`src/rtl/enm_pkg.sv`:
```
// enm_pkg: shared types and constants for the enemy-HP / player-bullet block.
//   HP_W, COORD_W    : HP and screen-coordinate widths
//   HP_INIT_DEF      : default HP loaded at reset
//   DAMAGE_DEF       : default HP removed per hit
//   blt_state_e      : bullet FSM state encoding (IDLE / FLY / HIT)
//   sat_sub()        : subtract that clamps at zero instead of wrapping
package enm_pkg;

  localparam int HP_W        = 7;
  localparam int COORD_W     = 10;
  localparam int HP_INIT_DEF = 100;
  localparam int DAMAGE_DEF  = 10;

  typedef enum logic [1:0] {
    ST_IDLE = 2'd0,
    ST_FLY  = 2'd1,
    ST_HIT  = 2'd2
  } blt_state_e;

  function automatic logic [HP_W-1:0] sat_sub(input logic [HP_W-1:0] a,
                                              input logic [HP_W-1:0] b);
    return (a > b) ? (a - b) : '0;
  endfunction

endpackage

```
`src/rtl/enm_hit_chk.sv`:
```
// enm_hit_chk: combinational box test of the bullet against one enemy.
//   alive_i         : enemy alive flag from the motion block
//   hp_i            : current registered HP of this enemy
//   bltx_i, blty_i  : registered bullet position
//   enmx_i, enmy_i  : enemy centre position
//   hit_o           : bullet lies inside the enemy's hit box and the enemy can be hit
module enm_hit_chk
  import enm_pkg::*;
#(
  parameter int HIT_W = 12,
  parameter int HIT_H = 8
) (
  input  logic               alive_i,
  input  logic [HP_W-1:0]    hp_i,
  input  logic [COORD_W-1:0] bltx_i,
  input  logic [COORD_W-1:0] blty_i,
  input  logic [COORD_W-1:0] enmx_i,
  input  logic [COORD_W-1:0] enmy_i,
  output logic               hit_o
);

  localparam logic [COORD_W:0] HitWC = (COORD_W+1)'(HIT_W);
  localparam logic [COORD_W:0] HitHC = (COORD_W+1)'(HIT_H);

  logic [COORD_W:0] bx, by, ex, ey, dx, dy;

  // Distances are taken one bit wider and always as larger-minus-smaller,
  // so they never wrap regardless of which side the bullet is on.
  assign bx = {1'b0, bltx_i};
  assign by = {1'b0, blty_i};
  assign ex = {1'b0, enmx_i};
  assign ey = {1'b0, enmy_i};
  assign dx = (bx >= ex) ? (bx - ex) : (ex - bx);
  assign dy = (by >= ey) ? (by - ey) : (ey - by);

  // The HP gate masks the cycle after death where the alive flag is still
  // high but the motion block already reports the position as 0,0.
  assign hit_o = alive_i && (hp_i != '0) && (dx < HitWC) && (dy < HitHC);

endmodule

```
`src/rtl/enm_hp.sv`:
```
// enm_hp: owns the player bullet and the HP of the four enemies.
//   clk22                : game tick clock
//   rst                  : asynchronous active-low reset
//   fire                 : synchronised fire button level
//   plyx, plyy           : player position (bullet launch point)
//   enmN, enmxN, enmyN   : enemy alive flag and position from the motion block
//   enmhpN               : registered enemy HP, fed back to the motion block
//   blt_act, bltx, blty  : bullet sprite visible flag and position
//   blt_hit              : explosion display, high while in HIT
//   kills                : number of enemies killed, saturating at 4
//   all_clear            : sticky flag, set the cycle after all HP reach 0
// Optional feature: define ENM_HP_REGEN_EN to enable slow HP regeneration
// of wounded enemies every REGEN_PERIOD cycles.
module enm_hp
  import enm_pkg::*;
#(
  parameter int HP_INIT      = HP_INIT_DEF,
  parameter int DAMAGE       = DAMAGE_DEF,
  parameter int BLT_STEP     = 4,
  parameter int HIT_W        = 12,
  parameter int HIT_H        = 8,
  parameter int HIT_HOLD     = 6
`ifdef ENM_HP_REGEN_EN
  ,
  parameter int REGEN_PERIOD = 64
`endif
) (
  input  logic               clk22,
  input  logic               rst,
  input  logic               fire,
  input  logic [COORD_W-1:0] plyx,
  input  logic [COORD_W-1:0] plyy,
  input  logic               enm1,
  input  logic               enm2,
  input  logic               enm3,
  input  logic               enm4,
  input  logic [COORD_W-1:0] enmx1,
  input  logic [COORD_W-1:0] enmx2,
  input  logic [COORD_W-1:0] enmx3,
  input  logic [COORD_W-1:0] enmx4,
  input  logic [COORD_W-1:0] enmy1,
  input  logic [COORD_W-1:0] enmy2,
  input  logic [COORD_W-1:0] enmy3,
  input  logic [COORD_W-1:0] enmy4,
  output logic [HP_W-1:0]    enmhp1,
  output logic [HP_W-1:0]    enmhp2,
  output logic [HP_W-1:0]    enmhp3,
  output logic [HP_W-1:0]    enmhp4,
  output logic               blt_act,
  output logic [COORD_W-1:0] bltx,
  output logic [COORD_W-1:0] blty,
  output logic               blt_hit,
  output logic [2:0]         kills,
  output logic               all_clear
);

  localparam logic [HP_W-1:0]    HpInitC   = HP_W'(HP_INIT);
  localparam logic [HP_W-1:0]    DamageC   = HP_W'(DAMAGE);
  localparam logic [COORD_W-1:0] StepC     = COORD_W'(BLT_STEP);
  localparam int                 HoldW     = (HIT_HOLD > 1) ? $clog2(HIT_HOLD) : 1;
  localparam logic [HoldW-1:0]   HoldLoadC = HoldW'(HIT_HOLD - 1);
  localparam logic [2:0]         KillsMaxC = 3'd4;

  blt_state_e         state_q, state_d;
  logic               fire_q;
  logic               launch;
  logic [COORD_W-1:0] bltx_q, bltx_d, blty_q, blty_d;
  logic               act_q, act_d, bhit_q, bhit_d;
  logic [HoldW-1:0]   hold_q, hold_d;
  logic [2:0]         kills_q, kills_d;
  logic               clear_q, clear_d;
  logic [HP_W-1:0]    hp_q [4];
  logic [HP_W-1:0]    hp_d [4];
  logic               alive [4];
  logic [COORD_W-1:0] ex [4];
  logic [COORD_W-1:0] ey [4];
  logic [3:0]         hit_vec;
  logic [3:0]         dmg_sel;
  logic               regen_tick;

  assign alive[0] = enm1;  assign alive[1] = enm2;
  assign alive[2] = enm3;  assign alive[3] = enm4;
  assign ex[0] = enmx1;    assign ex[1] = enmx2;
  assign ex[2] = enmx3;    assign ex[3] = enmx4;
  assign ey[0] = enmy1;    assign ey[1] = enmy2;
  assign ey[2] = enmy3;    assign ey[3] = enmy4;

  for (genvar g = 0; g < 4; g++) begin : g_chk
    enm_hit_chk #(
      .HIT_W (HIT_W),
      .HIT_H (HIT_H)
    ) u_chk (
      .alive_i (alive[g]),
      .hp_i    (hp_q[g]),
      .bltx_i  (bltx_q),
      .blty_i  (blty_q),
      .enmx_i  (ex[g]),
      .enmy_i  (ey[g]),
      .hit_o   (hit_vec[g])
    );
  end

  assign launch = fire & ~fire_q;

  // Keep only the lowest-index hit (x & -x), and only while the bullet flies.
  assign dmg_sel = (state_q == ST_FLY) ? (hit_vec & (~hit_vec + 4'd1)) : 4'd0;

`ifdef ENM_HP_REGEN_EN
  localparam int              RegW     = (REGEN_PERIOD > 1) ? $clog2(REGEN_PERIOD) : 1;
  localparam logic [RegW-1:0] RegLastC = RegW'(REGEN_PERIOD - 1);

  logic [RegW-1:0] regen_q, regen_d;

  assign regen_tick = (regen_q == RegLastC);
  assign regen_d    = regen_tick ? '0 : regen_q + RegW'(1);

  always_ff @(posedge clk22 or negedge rst) begin
    if (!rst) regen_q <= '0;
    else      regen_q <= regen_d;
  end
`else
  assign regen_tick = 1'b0;
`endif

  always_comb begin
    state_d = state_q;
    bltx_d  = bltx_q;
    blty_d  = blty_q;
    act_d   = act_q;
    bhit_d  = bhit_q;
    hold_d  = hold_q;
    kills_d = kills_q;
    clear_d = clear_q | ((hp_q[0] == '0) && (hp_q[1] == '0) &&
                         (hp_q[2] == '0) && (hp_q[3] == '0));

    // A damaged enemy skips regeneration in the same cycle; only one enemy
    // is damaged per cycle, so kills advances by at most one.
    for (int i = 0; i < 4; i++) begin
      hp_d[i] = hp_q[i];
      if (dmg_sel[i]) begin
        hp_d[i] = sat_sub(hp_q[i], DamageC);
        if ((hp_d[i] == '0) && (kills_q != KillsMaxC)) kills_d = kills_q + 3'd1;
      end else if (regen_tick && (hp_q[i] != '0) && (hp_q[i] < HpInitC)) begin
        hp_d[i] = hp_q[i] + HP_W'(1);
      end
    end

    case (state_q)
      ST_IDLE: begin
        bltx_d = '0;
        blty_d = '0;
        act_d  = 1'b0;
        if (launch) begin
          state_d = ST_FLY;
          bltx_d  = plyx;
          blty_d  = plyy;
          act_d   = 1'b1;
        end
      end
      ST_FLY: begin
        if (|dmg_sel) begin
          state_d = ST_HIT;
          act_d   = 1'b0;
          bhit_d  = 1'b1;
          hold_d  = HoldLoadC;
        end else if (blty_q < StepC) begin
          state_d = ST_IDLE;
          act_d   = 1'b0;
          bltx_d  = '0;
          blty_d  = '0;
        end else begin
          blty_d = blty_q - StepC;
        end
      end
      ST_HIT: begin
        if (hold_q == '0) begin
          state_d = ST_IDLE;
          bhit_d  = 1'b0;
          bltx_d  = '0;
          blty_d  = '0;
        end else begin
          hold_d = hold_q - HoldW'(1);
        end
      end
      default: state_d = ST_IDLE;
    endcase
  end

  always_ff @(posedge clk22 or negedge rst) begin
    if (!rst) begin
      state_q <= ST_IDLE;
      fire_q  <= 1'b0;
      bltx_q  <= '0;
      blty_q  <= '0;
      act_q   <= 1'b0;
      bhit_q  <= 1'b0;
      hold_q  <= '0;
      kills_q <= '0;
      clear_q <= 1'b0;
      for (int i = 0; i < 4; i++) hp_q[i] <= HpInitC;
    end else begin
      state_q <= state_d;
      fire_q  <= fire;
      bltx_q  <= bltx_d;
      blty_q  <= blty_d;
      act_q   <= act_d;
      bhit_q  <= bhit_d;
      hold_q  <= hold_d;
      kills_q <= kills_d;
      clear_q <= clear_d;
      for (int i = 0; i < 4; i++) hp_q[i] <= hp_d[i];
    end
  end

  assign enmhp1    = hp_q[0];
  assign enmhp2    = hp_q[1];
  assign enmhp3    = hp_q[2];
  assign enmhp4    = hp_q[3];
  assign blt_act   = act_q;
  assign bltx      = bltx_q;
  assign blty      = blty_q;
  assign blt_hit   = bhit_q;
  assign kills     = kills_q;
  assign all_clear = clear_q;

endmodule

```
`config.mk`:
```
export PLATFORM = sky130hd
export DESIGN_NAME = enm_hp
export DESIGN_NICKNAME = d
export VERILOG_FILES = /design/src/rtl/enm_pkg.sv /design/src/rtl/enm_hit_chk.sv /design/src/rtl/enm_hp.sv
export SDC_FILE = /design/constraint.sdc
export NUM_CORES = 1
export LEC_CHECK = 0
export ABC_AREA = 1
export CAP_MARGIN = 20
export CORE_MARGIN = 2
export CORE_UTILIZATION = 55
export DETAILED_ROUTE_END_ITERATION = 12
export PLACE_DENSITY = 0.86
export SYNTH_ARGS = -nofsm -noshare
export SYNTH_HDL_FRONTEND = slang
export SYNTH_SLANG_ARGS = --single-unit
```
`constraint.sdc`:
```
create_clock -name clk22 -period 4.8 [get_ports clk22]
set_clock_uncertainty 0.2 [all_clocks]
set_input_delay 0.72 -clock clk22 [delete_from_list [all_inputs] [get_ports clk22]]
set_output_delay 0.72 -clock clk22 [all_outputs]
set_load 0.005 [all_outputs]
```
==> impl_metrics.tcl <==
set metrics [dict create \
    crit_buf_inv 4 \
    critical_path_required_ns 4.81 \
    start_util_pct 56.2 \
    grt_pass1_wl_um 66200 \
    swShare_pct 54.9 \
    dpl.hpwl_um 33800 \
    insertion_delay_ns 0.34 \
    grt_overflow_total 0 \
    io_pins 161 \
    synth_fp_nets 2469 \
    place_congestion 0.997 \
    p_sw_mw 2.83 \
    grt_max_degree 57 \
    netlist_area_sq_mm 0.0128 \
    synth_top_area_share_pct 20.9 \
    track_usage_pct 33.4 \
    status "completed" \
    n_antenna_cell 0 \
    whs_path_depth 1 \
    p_int_mw 2.32 \
    fill_cells 2157 \
    start_kind "primary input" \
    critPathMaxFanout 24 \
    antenna_found_initial 0 \
    root_buffer "clkbuf_16" \
    reg2regPathDepth 17 \
    core_sq_mm 0.0227 \
    die_area_sq_mm 0.0244 \
    htreeDepth 3 \
    synth_edf_count 0 \
    slew_headroom_pct 49.7 \
    portBuffers 160 \
    crit_family "simple AND/OR/NAND/NOR gates" \
    fmax_mhz 230 \
    slowest_stage "clkdlybuf4s50_1" \
    crit_path_cell_trace "clkdlybuf4s50_1 -> inv_1 -> ha_1 -> nand2_1 -> nand2_1 -> a21oi_2 -> nand4_2 -> o21ai_0 -> o21ai_0 -> nor2_1 -> nand3_2 -> nand2_2 -> inv_2 -> nand2_4 -> nand2_4 -> inv_4 -> nand3_4 -> nand2_1 -> o21ai_2" \
    cts_made_buffers 9 \
    crit_top_cell "nand2_1" \
    drc 0 \
    detail-route-antenna-nets 0 \
    ys.warnings.count 0 \
    drt_wl_total_um 40800 \
    clkTransAtPathRegs_ns 0.06 \
    critPathKind "primary input to flip-flop" \
    die_height_um 156 \
    avgSynthCellArea_sq_um 5.83 \
    period_needed_ns 4.35 \
    setup_violations 0 \
    path_depth 19 \
    cts_tree "done" \
    ys_ff_latch 60 \
    area_growth_pct 16.9 \
    die_w_um 156 \
    num_vias 14300 \
    numClockSinks 60 \
    post_cts_resized 0 \
    ys_seq_area_share_pct 11.9 \
    slew_viol_final 0 \
    max_cap_violations 0 \
    async_flop_share_pct 100 \
    finalHoldViolCount 0 \
    cts_max_path_buffers 2 \
    synth_top_cell_by_area "nand2_1" \
    grt_pass1_vias 13700 \
    layout-drive-gt1-share_pct 7.23 \
    slowest_delay_ns 0.51 \
    worst_pin_slew_ns 0.755 \
    drtIter0Drc 1235 \
    synth_cell_type_count 53 \
    powerDensity_mw_per_mm2 345 \
    endpoint_kind "flip-flop" \
    ctsHoldBuffers 1 \
    rows 55 \
    final_core_util_pct 65.7 \
    hold_path_class "flip-flop to flip-flop" \
    ys.flop_type "dfrtp_1" \
    cts_setup_buffers 0 \
    fin_cells 2637 \
    peakVddDrop_v 0.000267 \
    wire_per_inst_um 15.5 \
    fin_total_pwr_mw 5.15 \
    synth_area_leaders "nand2_1 21%, ha_1 17%, inv_1 11%, dfrtp_1 9.4%, nand3_1 6.4%" \
    seqPwrFrac_pct 13.6 \
    rsz0062_at_grt "no" \
    synth_common_cells "710 x nand2_1, 366 x inv_1, 183 x nor2_1" \
    nets 2627 \
    tns_ns 0 \
    placed_cells_incl_taps 2620 \
    via_per_inst 5.44 \
    synth.most_common_cell "nand2_1" \
    arrival_ns 4.36 \
    synth_cells 2189 \
    p_leak_nw 8.25 \
    drt_pass1_iterations 6 \
    p_clk_share_pct 12.8 \
    fin_crit_sh_pct 90.6 \
    pwr-share-comb_pct 73.6 \
]
[registers in the layout, summed over array words and instances, names as in the netlist]
register,count
all_clear,1
blt_act,1
blt_hit,1
bltx,10
blty,10
enmhp1,7
enmhp2,7
enmhp3,7
enmhp4,7
fire_q,1
hold_q,3
kills,3
state_q,2
[final cells by class]
| class | instances | area (sq um) | share of cell area [%] |
|---|---|---|---|
| well taps | 285 | 357 | 2.39 |
| clock buffers | 10 | 229 | 1.54 |
| inverters | 384 | 1450 | 9.70 |
| multi-input cells | 1712 | 9550 | 64.0 |
| repair buffers | 180 | 1750 | 11.7 |
| flip-flops and latches | 60 | 1520 | 10.2 |
| clock inverters | 6 | 63.8 | 0.428 |
[per-layer routing]
metal / part of all wire, % / vias up / GRT usage (%)
met5: 0 / - / 0
met4: 3.7 / 0 / 12.8
met3: 6.2 / 102 / 3.41
met2: 46 / 573 / 57.8
met1: 44 / 6463 / 43.0
li1: - / 7199 / -
[cell usage in the layout, fill, tap and decap left out, types with 7 or more instances in the layout]
master and instances:
clkdlybuf4s50_1 159, o21ai_1 15, ha_1 173, inv_2 16, or2_2 7, nand2_2 29, xnor2_1 14, inv_1 366
buf_4 19, nor2_4 11, nor2_2 13, a21oi_2 12, dfrtp_1 48, o21ai_2 13, nand4_1 32, dfstp_2 12
nor2_1 183, o21ai_0 74, nor3_1 12, xor2_1 42, o21bai_1 26, nand3_1 163, clkbuf_16 9, nand2_1 710
a21oi_1 115
[metrics by stage]
step / hold WS, ns / setup slack (ns) / cell area [sq um]
after CTS: 0.273 / 0.526 / 14900
after floorplan: 0.224 / 1.52 / 12800
after global routing: 0.303 / 0.0420 / 14900
final: 0.268 / 0.450 / 14900
after detailed placement: 0.260 / 0.199 / 14600
after global placement: 0.259 / 0.276 / 14600
[power groups by stage]
| stage | clock [mW] | sequential, mW | combinational, mW |
|---|---|---|---|
| final | 0.657 | 0.702 | 3.79 |
| after global routing | 0.688 | 0.706 | 4.26 |
| after CTS | 0.662 | 0.699 | 3.73 |
| after detailed placement | 0 | 0.706 | 3.70 |
| after global placement | 0 | 0.705 | 3.66 |
| after floorplan | 0 | 0.646 | 2.76 |
[final timing paths]
check	slack (ns)	end	startpoint
min in group asynchronous	0.52	enmhp1[0]	rst
worst max-delay path	0.45	bltx[5]	enmy2[7]
worst min-delay path	0.27	all_clear	all_clear
max in group asynchronous	2.94	state_q[1]	rst
worst min register to register	0.27	all_clear	all_clear
worst max register to register	0.82	bltx[5]	blty[8]
[cell families (layout without fill, tap and decap cells)]
| logic type | after synthesis | in the layout | share of synthesized area (%) |
|---|---|---|---|
| flip-flops | 60 | 60 | 11.9 |
| XOR/XNOR | 56 | 56 | 3.85 |
| AND/OR/NAND/NOR | 1191 | 1191 | 40.6 |
| adder cells (fa/ha/maj) | 173 | 173 | 17.0 |
| multiplexers | 4 | 4 | 0.324 |
| buffers and inverters | 417 | 580 | 13.2 |
| AO/OA/AOI/OAI | 288 | 288 | 13.2 |
Power figures use the tool's default switching activity.
